===== config.mk =====
export PLATFORM = sky130hd
export DESIGN_NAME = steer_en_sm
export DESIGN_NICKNAME = d
export VERILOG_FILES = /design/src/rtl/seg_pkg.sv /design/src/rtl/steer_tmr.sv /design/src/rtl/steer_en_sm.sv
export SDC_FILE = /design/constraint.sdc
export NUM_CORES = 1
export LEC_CHECK = 0
export CORE_ASPECT_RATIO = 1.2
export CORE_MARGIN = 2
export CORE_UTILIZATION = 55
export DETAILED_ROUTE_END_ITERATION = 16
export PLACE_DENSITY = 0.88
export SLEW_MARGIN = 20
export SYNTH_ARGS = -nofsm -noshare
export SYNTH_HDL_FRONTEND = slang
export SYNTH_SLANG_ARGS = --single-unit

===== constraint.sdc =====
create_clock -name clk -period 1.9 [get_ports clk]
set_input_delay 0.19 -clock clk [delete_from_list [all_inputs] [get_ports clk]]
set_output_delay 0.19 -clock clk [all_outputs]
set_load 0.03 [all_outputs]

===== src/rtl/seg_pkg.sv =====
`default_nettype none
// ============================================================================
// Package     : seg_pkg
// Description : Shared types and defaults for the rider-presence / steering
//               enable controller (state encoding, weight thresholds, timer
//               widths).
// Revision    : 1.0 - initial release
// ============================================================================
package seg_pkg;

    // Controller states; the 2-bit encoding leaves one illegal code (2'd3).
    typedef enum logic [1:0] {
        IDLE     = 2'd0,
        WAIT     = 2'd1,
        STEER_EN = 2'd2
    } steer_state_t;

    // Nominal rider-weight threshold on lft_ld + rght_ld and its hysteresis band.
    localparam logic [11:0] MIN_RIDER_WT_DEF  = 12'h200;
    localparam logic [11:0] WT_HYSTERESIS_DEF = 12'h40;

    // Settle-timer widths: short for simulation, ~1.34 s at 50 MHz otherwise.
    localparam int TMR_W_FAST = 15;
    localparam int TMR_W_FULL = 26;

endpackage : seg_pkg
`default_nettype wire


===== src/rtl/steer_tmr.sv =====
`default_nettype none
// ============================================================================
// Module      : steer_tmr
// Description : Parameterised-width settle up-counter with synchronous clear
//               and an all-ones "full" flag.
// Revision    : 1.0 - initial release
// ============================================================================
module steer_tmr #(
    parameter int WIDTH = 15
) (
    input  logic clk,
    input  logic rst_n,
    input  logic clr_i,
    input  logic en_i,
    output logic full_o
);

    logic [WIDTH-1:0] cnt_q;
    logic [WIDTH-1:0] cnt_d;

    // Next count: clear dominates, otherwise count up when enabled.
    always_comb begin
        cnt_d = cnt_q;
        if (clr_i) begin
            cnt_d = '0;
        end else if (en_i) begin
            cnt_d = cnt_q + 1'b1;
        end
    end

    // Count register, asynchronously reset to zero.
    always_ff @(posedge clk or negedge rst_n) begin
        if (!rst_n) begin
            cnt_q <= '0;
        end else begin
            cnt_q <= cnt_d;
        end
    end

    assign full_o = &cnt_q;

endmodule : steer_tmr
`default_nettype wire


===== src/rtl/steer_en_sm.sv =====
`default_nettype none
// ============================================================================
// Module      : steer_en_sm
// Description : Rider-presence and steering-enable controller. Decides from
//               the left/right load-cell readings whether a rider is on the
//               platform and whether they have stood balanced long enough to
//               enable steering.
// Revision    : 1.0 - initial release
// ============================================================================
module steer_en_sm
    import seg_pkg::*;
#(
    parameter bit          fast_sim      = 1'b1,
    parameter logic [11:0] MIN_RIDER_WT  = MIN_RIDER_WT_DEF,
    parameter logic [11:0] WT_HYSTERESIS = WT_HYSTERESIS_DEF
) (
    input  logic        clk,
    input  logic        rst_n,
    input  logic [11:0] lft_ld,
    input  logic [11:0] rght_ld,
    output logic        en_steer,
    output logic        rider_off
);

    localparam int TMR_W = fast_sim ? TMR_W_FAST : TMR_W_FULL;

    // Mounting needs the upper threshold, staying on only the lower one.
    localparam logic [12:0] ENTER_THR = {1'b0, MIN_RIDER_WT} + {1'b0, WT_HYSTERESIS};
    localparam logic [12:0] STAY_THR  = {1'b0, MIN_RIDER_WT} - {1'b0, WT_HYSTERESIS};

    steer_state_t state_q;
    steer_state_t state_d;
    logic         en_steer_q;
    logic         rider_off_q;
    logic         clr_tmr;
    logic         tmr_full;

    logic [12:0]  sum_w;
    logic [12:0]  diff_w;
    logic [12:0]  neg_diff_w;
    logic [12:0]  adiff_w;
    logic         diff_gt_1_4;
    logic         diff_gt_15_16;
    logic         sum_gt_min;

    // Load arithmetic. |lft - rght| never exceeds 12 bits; it is carried at
    // 13 bits only so the compares against the 13-bit sum are width-matched.
    always_comb begin
        sum_w         = {1'b0, lft_ld} + {1'b0, rght_ld};
        diff_w        = {1'b0, lft_ld} - {1'b0, rght_ld};
        neg_diff_w    = 13'd0 - diff_w;
        adiff_w       = diff_w[12] ? neg_diff_w : diff_w;
        diff_gt_1_4   = adiff_w > (sum_w >> 2);
        diff_gt_15_16 = adiff_w > (sum_w - (sum_w >> 4));
        sum_gt_min    = (state_q == IDLE) ? (sum_w > ENTER_THR) : (sum_w >= STAY_THR);
    end

    // Next-state logic; rider loss always takes priority over balance checks.
    always_comb begin
        state_d = state_q;
        clr_tmr = 1'b0;
        case (state_q)
            IDLE: begin
                if (sum_gt_min) begin
                    state_d = WAIT;
                    clr_tmr = 1'b1;
                end
            end
            WAIT: begin
                if (!sum_gt_min) begin
                    state_d = IDLE;
                end else if (diff_gt_1_4) begin
                    clr_tmr = 1'b1;
                end else if (tmr_full) begin
                    state_d = STEER_EN;
                end
            end
            STEER_EN: begin
                if (!sum_gt_min) begin
                    state_d = IDLE;
                end else if (diff_gt_15_16) begin
                    state_d = WAIT;
                    clr_tmr = 1'b1;
                end
            end
            default: begin
                state_d = IDLE;
            end
        endcase
    end

    // State and Moore outputs registered together from the next state.
    always_ff @(posedge clk or negedge rst_n) begin
        if (!rst_n) begin
            state_q     <= IDLE;
            en_steer_q  <= 1'b0;
            rider_off_q <= 1'b1;
        end else begin
            state_q     <= state_d;
            en_steer_q  <= (state_d == STEER_EN);
            rider_off_q <= (state_d == IDLE);
        end
    end

    // Settle timer only runs while waiting for a balanced stance.
    steer_tmr #(
        .WIDTH (TMR_W)
    ) u_tmr (
        .clk    (clk),
        .rst_n  (rst_n),
        .clr_i  (clr_tmr || (state_q != WAIT)),
        .en_i   (1'b1),
        .full_o (tmr_full)
    );

    assign en_steer  = en_steer_q;
    assign rider_off = rider_off_q;

endmodule : steer_en_sm
`default_nettype wire


==> out/results.txt, run 1 <==
Status = aborted with a tool error
Failing step = global routing (5_1_grt)
Tool error = [ERROR GRT-0232] Routing congestion too high. Check the congestion heatmap in the GUI.
CTS buffer count = 3
I/O pins = 28
GR Overflow Total = 1
Post-synth EDFFs = 0
Ys flop type = dfrtp_1
Post-Place Cells = 694
DP HPWL = 9.318 mm
Async set-reset flop share out of synthesis = 100.0%
Compound-cell area share of the yosys netlist = 21.40%
I/O Buffers = 27
Synthesized netlist cell count = 463
Yosys reg bits = 19
Pin count of the biggest net entering global routing = 20
Final GP Congestion = 0.9665
GRT Total Usage = 56.37%
Largest family of logic cells by synthesized area = simple AND/OR/NAND/NOR gates
H-tree levels = 1
Clock tree buffer depth = 2
Area leader, netlist = ha_1
XOR/XNOR share of the synthesized area = 13.29%
Grt repair worst endpoint = u_tmr.cnt_q[5]$_DFF_PN0_/D
# clock sinks = 19
Synth warn = 0
Synth top area cells = ha_1 (21%), dfrtp_1 (12%), xnor2_1 (8.5%)
Die Height = 93.73 um
Sequential share of the synthesized area = 12.92%
Yosys cell types = 66
Dpl cell area = 5110 um2
Cell Area, Synth = 3690 um2
Rows = 32
Multiplexer area fraction after synthesis = 1.085%
Adder-cell area share of the yosys netlist = 22.65%
CTS root buf = clkbuf_8
Die Wd = 78.77 um
Syn Nets = 554
Yosys top cell area share = 21.02%
Worst EP kind = register input
Initial core utilization = 57.24%
Avg Cell Area, Syn = 7.969 um2
Simple-gate share of the synthesized area = 22.79%
## logic make-up after synthesis
kind of cell | Yosys count
compound gates | 111
xor+xnor | 56
fa+ha+maj | 65
buf+inv | 53
flops | 19
mux | 4
simple gates | 155
## per-stage QoR
step / setup slack [ns] / hold WS [ns] / util, %
2_1_floorplan: -2.355 / -0.1056 / -
3_5_place_dp: -3.294 / 0.5378 / 79.27
3_3_place_gp: -3.085 / 0.5179 / 79.27
4_1_cts: -2.588 / 0.2811 / 87.33
## cell usage after synthesis (3+ instances only)
cell type,number
inv_1,41
o21a_1,5
mux2i_1,4
dfrtp_1,18
o31a_1,3
clkbuf_1,5
or3_1,4
nor2b_1,10
o31ai_1,3
ha_1,62
fa_1,3
o211ai_1,3
o21bai_1,8
nand4_1,8
nor2_2,11
nor3_1,10
a21o_1,7
a211oi_1,7
nand2_1,30
xnor2_1,36
a21oi_1,34
nand2b_1,11
o21ai_0,16
and3_1,6
a31oi_1,3
nand3_1,11
xor2_1,20
nor2_1,29
nor4_1,6
or2_2,3
## per-layer routing
metal / GRT overflow / GRT usage, %
met5: 0 / 0
met2: 0 / 85.61
met1: 0 / 53.54
met3: 0 / 24.62
met4: 1 / 62.28
## repair_timing
item	CTS
pin swaps	50
cloned	1
hold buffers	0
resized for setup	96
buffers inserted	29
endpoints found under the setup margin	19
==> run 2, diff against run 1 <==
--- a/config.mk
+++ b/config.mk
@@ -5,11 +5,10 @@
 export SDC_FILE = /design/constraint.sdc
 export NUM_CORES = 1
 export LEC_CHECK = 0
-export CORE_ASPECT_RATIO = 1.2
 export CORE_MARGIN = 2
-export CORE_UTILIZATION = 55
+export CORE_UTILIZATION = 40
 export DETAILED_ROUTE_END_ITERATION = 16
-export PLACE_DENSITY = 0.88
+export PLACE_DENSITY_LB_ADDON = 0.15
 export SLEW_MARGIN = 20
 export SYNTH_ARGS = -nofsm -noshare
 export SYNTH_HDL_FRONTEND = slang
==> constraint.sdc (replaced) <==
create_clock -name clk -period 2.45 [get_ports clk]
set_input_delay 0.245 -clock clk [delete_from_list [all_inputs] [get_ports clk]]
set_output_delay 0.245 -clock clk [all_outputs]
set_load 0.03 [all_outputs]
==> out/results.txt, run 2 <==
Status = finished with violations
Violated checks = setup timing
Hold Slack = 0.4664 ns
Register with the most flip-flops = u_tmr.cnt_q
# clock sinks = 19
Yosys top cell area share = 21.02%
Most frequent cells in the layout = buf_4 (152), ha_1 (47), inv_1 (33)
Pin count of the biggest net entering global routing = 20
Vias in the first global route = 4,029
Clock tree buffer depth = 2
Slew margin rel. = 45.12%
Core area = 9109 um2
Final worst slack = -1.897 ns
Crit end category = flop
Post-Place Cells = 717
CTS tree = done
Cell with the most instances after synthesis = ha_1
Crit share post-route = 177.4%
Core Util, Final = 63.56%
RSZ-0062 raised after global routing = yes
Yosys reg bits = 19
Vias per inst = 5.217
Crit path capture = en_steer
Peak VDD IR = 0.2613 mV
Pleak = 2.648 nW
Cell chain of the critical path = clkdlybuf4s50_1 -> inv_1 -> ha_2 -> nand2_1 -> buf_4 -> o22ai_1 -> nor3_1 -> or2_2 -> nand2_1 -> o21ai_0 -> buf_4 -> ha_1 -> nor2b_1 -> o21a_1 -> o21ai_0 -> a211o_1 -> a21oi_1 -> a21oi_1 -> o21bai_2 -> nor4_2 -> buf_4 -> o21a_2 -> nor3b_2
Diode count = 0
CP startpoint = rght_ld[8]
Post-synth EDFFs = 0
DR WL/cell = 14.03 um
Hold Vio Cnt, Final = 0
Switching pwr = 0.001682 W
First-pass GRT wire length = 17.82 mm
I/O pins = 28
Most common cell after layout, fill and taps aside = buf_4
Post-DRT Antenna Nets = 0
Worst-Margin Slew = 0.8206 ns
CTS root buf = clkbuf_8
Required time of the critical path = 2.63 ns
GR Overflow Total = 0
CTS Hold Bufs = 0
Post-layout min period = 4.347 ns
Buf+Inv Stages, Crit Path = 5
Synth warn = 0
Clock Skew = 0.002870 ns
Switching share of power = 44.56%
I/O Buffers = 27
Critical Path Most Common Cell = buf_4
DR iter-0 viols = 70
Routed vias = 3,918
Seq pwr share = 10.0%
Die Wd = 100.0 um
Commonest cells in the netlist = ha_1 (62), inv_1 (41), xnor2_1 (36)
Max Clk Rate = 230.0 MHz
Post-route DRC = 0
DP HPWL = 8.531 mm
Initial core utilization = 40.51%
Clock Power Share = 5.6%
Largest register FFs = 15
Total Power = 0.003774 W
Die Height = 100.0 um
Area growth, synth to finish = 56.90%
R2R Path End = en_steer
Area leader, netlist = ha_1
Biggest regs = u_tmr.cnt_q x15, state_q x2
Ys flop type = dfrtp_1
Syn Nets = 554
Layout cells sized above 1 = 42.97%
Final WL = 10.54 mm
Worst setup SP type = primary input
Worst reg2reg path depth = 10
Async set-reset flop share out of synthesis = 100.0%
Final-report max-slew violation count = 0
Cell Area, Synth = 3690 um2
Yosys cell types = 66
Reg clk slew, reported paths = 0.07 ns
Sequential share of the synthesized area = 12.92%
Max_cap viols = 0
Synth top area cells = ha_1 (21%), dfrtp_1 (12%), xnor2_1 (8.5%)
P per Cell Area = 651.9 nW/um2
Final setup fails = 19
Worst hold path type = primary input to asynchronous set/reset pin
CTS buffer count = 3
Final GP Congestion = 0.9321
Power share of the combinational group = 84.4%
CP max stage delay = 0.47 ns
Non-filler cells, final = 751
GRT Total Usage = 21.24%
Crit Path Max Fanout = 5
Power Internal = 0.002092 W
H-tree levels = 1
Critical-path top delay cell = clkdlybuf4s50_1
Critical path arrival = 4.52 ns
Rows = 35
Total Nets Final = 732
Clk_lat worst skew = 0.25 ns
R2r setup slk = 0.31 ns
Avg Cell Area, Syn = 7.969 um2
Initial antenna violation count = 0
Instance count on the critical path = 23
Die ar. = 10,010 um2
Worst R2R Start = u_tmr.cnt_q[0]
WS Path Type = primary input to flop
Synthesized netlist cell count = 463
Largest delay share family, worst path = compound AO/OA/AOI/OAI gates
Detailed Routing Iterations Pass 1 = 4
==> run 2: cell counts after synthesis <==
No cell type changed its count.
==> run 2: layout make-up <==
type	instances	area [um2]
Clock buffer	4	45.04
Sequential cell	19	476.7
Inverter	43	176.4
Multi-Input combinational cell	391	3490
Fill cell	769	3319
Timing Repair Buffer	183	1463
Tap cell	111	138.9
==> run 2: worst register-to-register path, cell delays in order, from the launching register on <==
cell and delay (ns):
dfrtp_1 0.40, ha_1 0.22, nand3_1 0.13, nor2_1 0.24
and2_1 0.21, and3_1 0.20, nand2_1 0.07, nor4_2 0.15
buf_4 0.17, o21a_2 0.14, nor3b_2 0.15
==> run 2: stage by stage <==
stage / setup WS [ns] / setup TNS (ns) / area [um2]
finish: -1.897 / -35.34 / 5789
detailed placement: -2.886 / -52.66 / 5120
global placement: -2.766 / -50.81 / 5120
CTS: -1.896 / -35.33 / 5664
global route: -2.167 / -40.14 / 5789
floorplan: -1.860 / -34.20 / 3832
==> run 2: repair_timing <==
action / in CTS / in global routing
pin swaps: 55 / 23
endpoints found under the setup margin: 19 / 19
gates resized for setup: 117 / 19
setup buffers: 25 / 6
==> run 2: cells by family (layout without fill, tap and decap cells) <==
| family | count (synthesis) | in the layout | synth area share [%] |
|---|---|---|---|
| adder cells (fa/ha/maj) | 65 | 65 | 22.65 |
| multiplexers | 4 | 4 | 1.085 |
| buffers and inverters | 53 | 230 | 5.866 |
| AO/OA/AOI/OAI | 111 | 111 | 21.40 |
| flip-flops | 19 | 19 | 12.92 |
| XOR/XNOR | 56 | 56 | 13.29 |
| AND/OR/NAND/NOR | 155 | 155 | 22.79 |
==> run 2: how the worst min path moves through the flow <==
stage,start,end,slack [ns],cells past startpoint
after global routing,u_tmr.cnt_q[0],u_tmr.cnt_q[0],0.52,1
after global placement,u_tmr.cnt_q[0],u_tmr.cnt_q[0],0.48,1
final,rst_n,u_tmr.cnt_q[9],0.47,1
after detailed placement,u_tmr.cnt_q[0],u_tmr.cnt_q[0],0.48,1
after CTS,u_tmr.cnt_q[0],u_tmr.cnt_q[0],0.49,1
after floorplan,rst_n,en_steer,-0.05,0
==> run 2: per-layer routing <==
layer  track usage, %  share of wire, %  vias to the layer above  routed length [um]
li1                 -                 -                     1992                   -
met1            25.43                45                     1885                4709
met2            42.57                54                       37                5666
met3            1.532               1.2                        4                 131
met4            1.897              0.27                        0                  28
met5                0                 0                        -                   0
==> run 2: power by group through the flow <==
| stage | clock, W | sequential (W) | combinational [W] |
|---|---|---|---|
| floorplan | 0 | 0.000397 | 0.00168 |
| global placement | 0 | 0.000383 | 0.00264 |
| detailed placement | 0 | 0.000384 | 0.00271 |
| CTS | 0.000216 | 0.000378 | 0.00305 |
| global route | 0.000228 | 0.000385 | 0.00350 |
| finish | 0.000210 | 0.000378 | 0.00319 |
Note: power is estimated with default switching activity, not from simulation.
==> run 3, diff against run 2 <==
--- a/config.mk
+++ b/config.mk
@@ -9,6 +9,7 @@
 export CORE_UTILIZATION = 40
 export DETAILED_ROUTE_END_ITERATION = 16
 export PLACE_DENSITY_LB_ADDON = 0.15
+export SKIP_LAST_GASP = 1
 export SLEW_MARGIN = 20
 export SYNTH_ARGS = -nofsm -noshare
 export SYNTH_HDL_FRONTEND = slang
==> constraint.sdc (replaced) <==
create_clock -name clk -period 4.6 [get_ports clk]
set_input_delay 0.92 -clock clk [delete_from_list [all_inputs] [get_ports clk]]
set_output_delay 0.92 -clock clk [all_outputs]
set_load 0.03 [all_outputs]
==> out/results.txt, run 3 (synthesized netlist as in run 2, its figures left out) <==
Slew margin rel. = 47.67%
Post-route DRC = 0
Initial core utilization = 40.51%
Crit share post-route = 114.0%
Clock tree buffer depth = 2
Final-report max-slew violation count = 0
Reg clk slew, reported paths = 0.07 ns
Final WL = 10.74 mm
Die ar. = 10,010 um2
DR iter-0 viols = 85
Die Wd = 100.0 um
Dpl cell area = 5082 um2
Register with the most flip-flops = u_tmr.cnt_q
RSZ-0062 raised after global routing = yes
Crit end category = flop
Total Power = 0.002102 W
Final GP Congestion = 0.9051
Status = finished with violations
Vias per inst = 5.294
GR Overflow Total = 0
Min-Delay Path Depth = 1
Core area = 9109 um2
P per Cell Area = 360.0 nW/um2
CTS tree = done
Biggest regs = u_tmr.cnt_q x15, state_q x2
R2r setup slk = 2.45 ns
CTS Hold Bufs = 0
Pleak = 2.625 nW
Hold Vio Cnt, Final = 0
Worst-Margin Slew = 0.7825 ns
CTS root buf = clkbuf_8
Setup tns final = -11.37 ns
Non-filler cells, final = 741
H-tree levels = 1
Post-layout min period = 5.243 ns
Clock Skew = 0.004805 ns
WS Path Type = primary input to flop
Most frequent cells in the layout = buf_4 (142), ha_1 (44), xnor2_1 (32)
# clock sinks = 19
Diode count = 0
Required time of the critical path = 4.80 ns
Layout cells sized above 1 = 42.70%
Post-Place Cells = 712
Detailed Routing Iterations Pass 1 = 7
Largest register FFs = 15
Crit Path Max Fanout = 3
Min-delay src = u_tmr.cnt_q[0]
Most common cell after layout, fill and taps aside = buf_4
Max_cap viols = 0
Max Clk Rate = 190.7 MHz
DR WL/cell = 14.49 um
Worst R2R Start = u_tmr.cnt_q[0]
Critical path arrival = 5.45 ns
Design area = 5838 um2
Vias in the first global route = 3,912
R2R Path End = en_steer
Final worst slack = -0.6433 ns
Worst setup SP type = primary input
Worst reg2reg path depth = 9
Total Nets Final = 722
Peak VDD IR = 0.1639 mV
Worst hold path type = flop to flop
Hold Crit Endpoint = u_tmr.cnt_q[0]
First-pass GRT wire length = 17.64 mm
Initial antenna violation count = 0
GRT Total Usage = 21.08%
Routed vias = 3,923
CTS buffer count = 3
Pin count of the biggest net entering global routing = 20
Rows = 35
Area growth, synth to finish = 58.22%
Final setup fails = 19
I/O pins = 28
DP HPWL = 8.513 mm
Clk_lat worst skew = 0.25 ns
Die Height = 100.0 um
I/O Buffers = 27
Post-DRT Antenna Nets = 0
Violated checks = setup timing
## run 3: changes by cell type in the layout (fill, tap and decap cells not counted), sizes merged
cell / previous run / this run
buf: 164 / 151
clkbuf: 4 / 5
clkinv: 1 / 2
dlygate4sd2: 3 / 4
## run 3: per-layer routing
layer	vias to the layer above	wire length, um	GRT usage, %
met5	-	0	0
met4	0	182	4.636
met3	18	239	1.880
met2	67	5633	39.35
met1	1860	4679	26.27
li1	1978	-	-
## run 3: report_power, final
group	switching, W	internal (W)
Combinational	0.000887	0.000898
Sequential	0.0000169	0.000186
Clock	0.0000544	0.0000602
Total	0.000958	0.00114
## run 3: critical path: stages
cell	delay, ns
buf_6	0.10
buf_6	0.11
ha_4	0.23
or2b_1	0.19
o211ai_1	0.21
a211oi_4	0.32
inv_2	0.08
ha_4	0.27
nor2b_4	0.14
o21ai_2	0.05
nand2b_1	0.09
a21o_1	0.17
a21oi_2	0.07
o21bai_1	0.18
a21oi_2	0.09
o21bai_1	0.24
a21oi_1	0.13
xor2_1	0.18
ha_1	0.33
o21ai_0	0.13
a21oi_1	0.20
o21ai_2	0.09
buf_4	0.15
and2_1	0.13
o31a_1	0.30
a21oi_2	0.16
o22a_1	0.17
## run 3: metrics by stage
stage	util, %	setup slack, ns	hold slack [ns]
finish	64.09	-0.6433	0.5246
global route	64.09	-0.8313	0.5390
CTS	60.66	-0.5685	0.5073
detailed placement	55.80	-1.364	0.4970
global placement	55.80	-1.272	0.4818
floorplan	-	-0.3845	0.4600
## run 3: timing repair
| item | in CTS | in global routing |
|---|---|---|
| setup endpoints to repair | 19 | 19 |
| resized for setup | 98 | 55 |
| pin swaps | 41 | 56 |
| cloned | 1 | 0 |
| setup buffers | 13 | 12 |
## run 3: final cells by class
class	instances	area, um2
multi-input combinational	391	3595
fill	780	3271
timing repair buffer	173	1403
sequential	19	476.7
inverter	43	178.9
tap	111	138.9
clock buffer	3	41.29
clock inverter	1	5.005
## run 3: worst max-delay path by stage
stage	startpoint	end	slack (ns)	cells past startpoint
6_report	lft_ld[2]	rider_off	-0.64	27
5_1_grt	lft_ld[1]	en_steer	-0.83	26
4_1_cts	rght_ld[0]	u_tmr.cnt_q[0]	-0.57	28
3_5_place_dp	lft_ld[0]	en_steer	-1.36	27
3_3_place_gp	lft_ld[0]	en_steer	-1.27	27
2_1_floorplan	rght_ld[4]	u_tmr.cnt_q[11]	-0.38	28
